File: src/rtl/descrypt_core_dispatch_if.sv
// descrypt_core_dispatch_if: candidate stream plus shared core load bus between dispatcher and core bank
interface descrypt_core_dispatch_if #(
  parameter int NUM_CORES = 16,
  parameter int DIN_WIDTH = 8,
  parameter int NUM_BEATS = 8
);
  logic [NUM_BEATS*DIN_WIDTH-1:0] din;
  logic wr_en;
  logic full;
  logic [NUM_CORES-1:0] crypt_ready_out;
  logic [NUM_CORES-1:0] core_idle_out;
  logic [NUM_CORES-1:0] core_err_out;
  logic [NUM_CORES-1:0] core_wr_en;
  logic [DIN_WIDTH-1:0] core_din;
  logic [2:0] core_addr_in;
  modport master (
    input  din, wr_en, crypt_ready_out, core_idle_out, core_err_out,
    output full, core_wr_en, core_din, core_addr_in
  );
  modport slave (
    output din, wr_en, crypt_ready_out, core_idle_out, core_err_out,
    input  full, core_wr_en, core_din, core_addr_in
  );
endinterface

File: src/rtl/descrypt_core_dispatch.sv
// descrypt_core_dispatch: buffers one candidate and loads it beat by beat into a round-robin chosen core
module descrypt_core_dispatch #(
  parameter int NUM_CORES = 16,
  parameter int DIN_WIDTH = 8,
  parameter int NUM_BEATS = 8
) (
  input  logic CLK,
  input  logic rst,
  input  logic [NUM_CORES-1:0] DUMMY_CORES,
  descrypt_core_dispatch_if.master bus,
  output logic [31:0] num_dispatched,
  output logic idle,
  output logic [1:0] error
);
  localparam int GW = $clog2(NUM_CORES);
  typedef enum logic [1:0] {IDLE, SELECT, SEND} state_t;
  state_t state, state_nx;
  logic [NUM_BEATS*DIN_WIDTH-1:0] cand;
  logic [NUM_CORES-1:0] pending, eligible;
  logic [GW-1:0] last_grant, grant, pick;
  logic [2:0] nb;
  logic found, accept, start, step, done, last_beat;
  int idx;
  assign eligible = bus.crypt_ready_out & ~DUMMY_CORES & ~pending;
  assign bus.full = state != IDLE;
  assign last_beat = bus.core_addr_in == 3'(NUM_BEATS - 1);
  // first eligible core strictly after the previous grant, wrapping
  always_comb begin
    found = 1'b0;
    pick = '0;
    idx = 0;
    for (int i = 1; i <= NUM_CORES; i++) begin
      idx = int'(last_grant) + i;
      idx = idx >= NUM_CORES ? idx - NUM_CORES : idx;
      if (!found && eligible[GW'(idx)]) begin
        found = 1'b1;
        pick = GW'(idx);
      end
    end
  end
  always_comb begin
    accept = state == IDLE && bus.wr_en;
    start = state == SELECT && found;
    step = state == SEND && !last_beat;
    done = state == SEND && last_beat;
    nb = start ? 3'd0 : bus.core_addr_in + 3'd1;
    state_nx = accept ? SELECT : start ? SEND : done ? IDLE : state;
  end
  always_ff @(posedge CLK) begin
    if (rst) begin
      state <= IDLE;
      cand <= '0;
      pending <= '0;
      last_grant <= GW'(NUM_CORES - 1);
      grant <= '0;
      bus.core_wr_en <= '0;
      bus.core_din <= '0;
      bus.core_addr_in <= '0;
      num_dispatched <= '0;
      idle <= 1'b0;
      error <= '0;
    end else begin
      state <= state_nx;
      if (accept) cand <= bus.din;
      if (start) grant <= pick;
      if (done) last_grant <= grant;
      if (start || step) begin
        bus.core_addr_in <= nb;
        bus.core_din <= DIN_WIDTH'(cand >> (int'(nb) * DIN_WIDTH));
      end
      bus.core_wr_en <= start ? (NUM_CORES'(1) << pick) : step ? bus.core_wr_en : '0;
      // a fresh load outranks a concurrent ready-low clear
      pending <= (pending & bus.crypt_ready_out) | (done ? (NUM_CORES'(1) << grant) : '0);
      num_dispatched <= num_dispatched + 32'(done);
      idle <= state == IDLE && pending == '0 && &(bus.core_idle_out | DUMMY_CORES);
      error <= error | {state == SELECT && &DUMMY_CORES, |(bus.core_err_out & ~DUMMY_CORES)};
    end
  end
endmodule

File: src/flat_wrapper.sv
// flat-port wrapper written by rule: the top's interface ports become plain ports
module descrypt_core_dispatch_flat 
#(
  parameter int NUM_CORES = 16,
  parameter int DIN_WIDTH = 8,
  parameter int NUM_BEATS = 8
)
  (CLK, rst, DUMMY_CORES, num_dispatched, idle, error, bus_din, bus_wr_en, bus_crypt_ready_out, bus_core_idle_out, bus_core_err_out, bus_full, bus_core_wr_en, bus_core_din, bus_core_addr_in);
  descrypt_core_dispatch_if #(.NUM_CORES(NUM_CORES), .DIN_WIDTH(DIN_WIDTH), .NUM_BEATS(NUM_BEATS)) bus_i ();
  input  logic CLK;
  input  logic rst;
  input  logic [NUM_CORES-1:0] DUMMY_CORES;
  output logic [31:0] num_dispatched;
  output logic idle;
  output logic [1:0] error;
  input wire logic [$bits(bus_i.din)-1:0] bus_din;
  input wire logic [$bits(bus_i.wr_en)-1:0] bus_wr_en;
  input wire logic [$bits(bus_i.crypt_ready_out)-1:0] bus_crypt_ready_out;
  input wire logic [$bits(bus_i.core_idle_out)-1:0] bus_core_idle_out;
  input wire logic [$bits(bus_i.core_err_out)-1:0] bus_core_err_out;
  output wire logic [$bits(bus_i.full)-1:0] bus_full;
  output wire logic [$bits(bus_i.core_wr_en)-1:0] bus_core_wr_en;
  output wire logic [$bits(bus_i.core_din)-1:0] bus_core_din;
  output wire logic [$bits(bus_i.core_addr_in)-1:0] bus_core_addr_in;
  assign bus_i.din = bus_din;
  assign bus_i.wr_en = bus_wr_en;
  assign bus_i.crypt_ready_out = bus_crypt_ready_out;
  assign bus_i.core_idle_out = bus_core_idle_out;
  assign bus_i.core_err_out = bus_core_err_out;
  assign bus_full = bus_i.full;
  assign bus_core_wr_en = bus_i.core_wr_en;
  assign bus_core_din = bus_i.core_din;
  assign bus_core_addr_in = bus_i.core_addr_in;
  descrypt_core_dispatch #(.NUM_CORES(NUM_CORES), .DIN_WIDTH(DIN_WIDTH), .NUM_BEATS(NUM_BEATS)) u_core (.CLK(CLK), .rst(rst), .DUMMY_CORES(DUMMY_CORES), .bus(bus_i), .num_dispatched(num_dispatched), .idle(idle), .error(error));
endmodule
File: config.mk
export PLATFORM = sky130hd
export DESIGN_NAME = descrypt_core_dispatch_flat
export DESIGN_NICKNAME = d
export VERILOG_FILES = /design/src/rtl/descrypt_core_dispatch_if.sv /design/src/rtl/descrypt_core_dispatch.sv /design/src/flat_wrapper.sv
export SDC_FILE = /design/constraint.sdc
export NUM_CORES = 1
export LEC_CHECK = 0
export ABC_AREA = 1
export CAP_MARGIN = 20
export CORE_AREA = 4 4 158 160
export CTS_CLUSTER_DIAMETER = 150
export CTS_CLUSTER_SIZE = 8
export DETAILED_ROUTE_END_ITERATION = 7
export DIE_AREA = 0 0 162 164
export PLACE_DENSITY_LB_ADDON = 0.08
export SLEW_MARGIN = 25
export SYNTH_ARGS = -nofsm -noshare
export SYNTH_HDL_FRONTEND = slang
export SYNTH_SLANG_ARGS = --single-unit
File: constraint.sdc
create_clock -name CLK -period 5.85 [get_ports CLK]
set_clock_uncertainty 0.1 [all_clocks]
set_input_delay 1.4625 -clock CLK [delete_from_list [all_inputs] [get_ports CLK]]
set_output_delay 1.4625 -clock CLK [all_outputs]
set_load 0.005 [all_outputs]
==> summary.md <==
| Metric | Value |
|---|---|
| Outcome | `finished clean` |
| Fillers | `2477` |
| Worst-path clk slew | `0.07 ns` |
| Crit path to | `u_core.bus.core_din[6]$_SDFFE_PP0P_` |
| Slew Limit Fails | `0` |
| Combinational share of power | `20.2%` |
| Cell taking the most area after synthesis | `dfxtp_1` |
| Max_slew headroom | `35.8%` |
| Worst reg2reg path depth | `23` |
| Mux cell area share after synthesis | `0%` |
| Post-synthesis async set-or-reset flop share | `0%` |
| CP required | `6.07 ns` |
| Routability cong. | `0.964` |
| Total power draw | `2.80 mW` |
| Share of cells above drive strength 1 | `5.93%` |
| Port bufs | `193` |
| Largest net degree at the start of global routing | `74` |
| Hold_buf cts | `0` |
| DR vias/cell | `5.09` |
| Cts repair resizes | `0` |
| Most used DFF post-synth | `dfxtp_1` |
| Psw | `861 uW` |
| Number of flops mapped to enable cells by yosys | `0` |
| Worst-Skew Late Latency | `0.43 ns` |
| R2r endpoint | `u_core.bus.core_din[6]$_SDFFE_PP0P_` |
| Switching share of total power | `30.7%` |
| Residual DRC | `0` |
| Worst slew pin tran | `0.953 ns` |
| Adder-cell share of the synthesized area | `1.48%` |
| Crit Reg-Reg Startpoint | `u_core.last_grant[0]$_SDFFE_PP1P_` |
| Number of global-route vias before repair | `9634` |
| Post-route clock period utilization | `86.1%` |
| Total number of clock tree sinks | `152` |
| TritonCTS buffer count | `17` |
| Std cell rows | `56` |
| Core Region | `0.0234 mm2` |
| Power Density | `233 mW/mm2` |
| Setup slack, reg-to-reg | `1.12 ns` |
| Tot GR Track Use | `23.0%` |
| Ant diodes | `0` |
| Top-area cell type share of the netlist area | `32.8%` |
| Final Util | `51.5%` |
| Syn-to-layout area delta | `29.9%` |
| CTS tree | `yes` |
| Unique cell type count in the Yosys netlist | `52` |
| Largest family of logic cells by synthesized area | `simple AND/OR/NAND/NOR gates` |
| Final WL | `30.9 mm` |
| YS warnings | `0` |
| Initial Utilization | `39.6%` |
| Max Freq | `199 MHz` |
| Post-Synth Simple-Gate Area | `41.8%` |
| Clock power share | `39.1%` |
| Layout Nets | `1782` |
| Cells after Synth | `1471` |
| Number of antenna violations at the first check in global routing | `0` |
| Final setup vio count | `0` |
| Critical Path Source | `DUMMY_CORES[2]` |
| Critical path startpoint category | `input port` |
| Avg Cell Area, Syn | `6.30 um2` |
| Synthesized flop and latch total | `152` |
| Sequential share of power | `40.8%` |
| RSZ-0062 raised after global routing | `false` |
| Post-CTS setup buffer count | `0` |
| 1st-iter DRT viols | `620` |
| Chip Height | `164 um` |
| CTS H-tree depth | `4` |
| Worst hold slack | `0.355 ns` |
| Peak supply drop | `0.195 mV` |
| Chip width | `162 um` |
| DIE AREA | `0.0266 mm2` |
| Crit path time final | `5.04 ns` |
| Via count | `10000` |
| Post-Synth XOR/XNOR Area | `0.945%` |
| Setup CP Type | `in2reg` |
| Power Internal | `1.94 mW` |
| Gr ovfl total | `0` |
| Synth area leaders | `dfxtp_1, nand3_1, nand2_1, nor2_1, inv_1` |
| First-pass GRT wire length | `49.3 mm` |
| Hold Vio Cnt, Final | `0` |
| TNS Setup | `0 ns` |
| CP arrival | `5.26 ns` |
| Most frequent cells in the layout | `nand2_1, nor2_1, nand3_1, clkdlybuf4s50_1, dfxtp_1` |
| P_leak | `5.08 nW` |
| Max cap viols | `0` |
| Wire per inst | `15.7 um` |
| DRT Pass-1 Iters | `5` |
| CP max FO | `33` |
| CTS Buffer Depth | `2` |
| Detail Route Antenna Nets | `0` |
| IO Pins | `194` |
| Mapped Area | `0.00927 mm2` |
| Crit end category | `flop` |
| Seq/Total Area, Yosys | `32.8%` |
| Tightest Hold Check Type | `reg2reg` |
| Compound-Gate Fraction of Synth Area | `13.3%` |
| Final HPWL DP | `24.0 mm` |
| Synth Net Count | `1613` |
| Root Driver | `clkbuf_16` |
| Commonest non-fill, non-tap cell in the layout | `nand2_1` |
==> power groups by stage <==
stage / Clock (mW) / Combinational (mW) / Sequential [mW]
after floorplan: 0 / 0.349 / 1.15
after global placement: 0 / 0.562 / 1.17
after detailed placement: 0 / 0.564 / 1.17
after CTS: 1.12 / 0.567 / 1.14
after global routing: 1.16 / 0.635 / 1.15
final: 1.09 / 0.565 / 1.14
==> Yosys cell counts, types with 4 or more instances <==
library cell,n
inv_1,150
buf_2,20
nor3_1,21
clkbuf_1,30
nor2_1,240
nand3_2,4
o21ai_0,95
dfxtp_1,152
a22oi_1,9
nand2_2,8
o21bai_1,4
nand2_1,279
nand3_1,211
xor2_1,5
nor4_1,10
ha_1,11
nand3b_1,15
o211ai_1,7
nand4_1,42
o22ai_1,8
a21oi_1,71
inv_2,12
clkinv_1,4
buf_1,6
o21ai_1,11
==> state kept, by name (all words and copies together), names as in the netlist <==
register,flops
u_core.grant,4
u_core.bus.core_wr_en,16
u_core.state,2
u_core.bus.core_addr_in,3
u_core.cand,64
u_core.pending,16
u_core.num_dispatched,32
u_core.last_grant,4
u_core.idle,1
u_core.error,2
u_core.bus.core_din,8
==> worst max-delay path, cell delays in order <==
cell and delay (ns):
clkdlybuf4s50_1 0.53, inv_1 0.08, nand3_1 0.15, nand2_1 0.12
nand2_1 0.10, nand2_1 0.05, nand3_1 0.07, nand3_1 0.12
nand2_1 0.28, nand3_4 0.13, nor2_4 0.14, nand4_4 0.11
nor3_2 0.22, nand4_1 0.13, nor2_1 0.20, nand4_1 0.14
nand2_2 0.18, nand2_2 0.38, o21ai_1 0.34, nand2_1 0.08
nand2_1 0.06, nand3_1 0.06, nand2_1 0.06, inv_1 0.05
==> layer usage <==
layer	GRT usage, %	vias up	routed length (um)
met5	0	-	0
met4	7.42	0	662
met3	3.74	39	1750
met2	39.3	300	14600
met1	29.8	4481	14000
li1	-	5216	-
==> cell families after synthesis <==
group / after synthesis
buf+inv: 227
simple gates: 852
compound gates: 222
flops: 152
fa+ha+maj: 11
xor+xnor: 7
==> metrics by stage <==
stage | cell area [um2] | std cells | setup WS, ns
CTS | 12000 | 1972 | 0.899
detailed placement | 11500 | 1940 | 0.465
global placement | 11500 | 1940 | 0.505
finish | 12000 | 1972 | 0.813
global route | 12000 | 1972 | 0.419
floorplan | 9270 | 1471 | 1.66
==> how the worst min path moves through the flow <==
stage,end,slack [ns],cells past startpoint,start
floorplan,u_core.cand[18]$_SDFFE_PP0P_,0.33,2,u_core.cand[18]$_SDFFE_PP0P_
global placement,u_core.cand[41]$_SDFFE_PP0P_,0.34,2,u_core.cand[41]$_SDFFE_PP0P_
detailed placement,u_core.cand[41]$_SDFFE_PP0P_,0.35,2,u_core.cand[41]$_SDFFE_PP0P_
CTS,u_core.cand[34]$_SDFFE_PP0P_,0.36,2,u_core.cand[34]$_SDFFE_PP0P_
global route,u_core.cand[34]$_SDFFE_PP0P_,0.38,2,u_core.cand[34]$_SDFFE_PP0P_
finish,u_core.cand[41]$_SDFFE_PP0P_,0.35,2,u_core.cand[41]$_SDFFE_PP0P_
==> final cells by class <==
class	count	area [um2]	share of cell area (%)
Clock buffer	17	425	3.53
Clock inverter	15	161	1.34
Inverter	167	629	5.22
Multi-Input combinational cell	1092	5330	44.3
Sequential cell	152	3040	25.3
Tap cell	319	399	3.31
Timing Repair Buffer	210	2050	17.1
(Power assumes the default switching activity.)
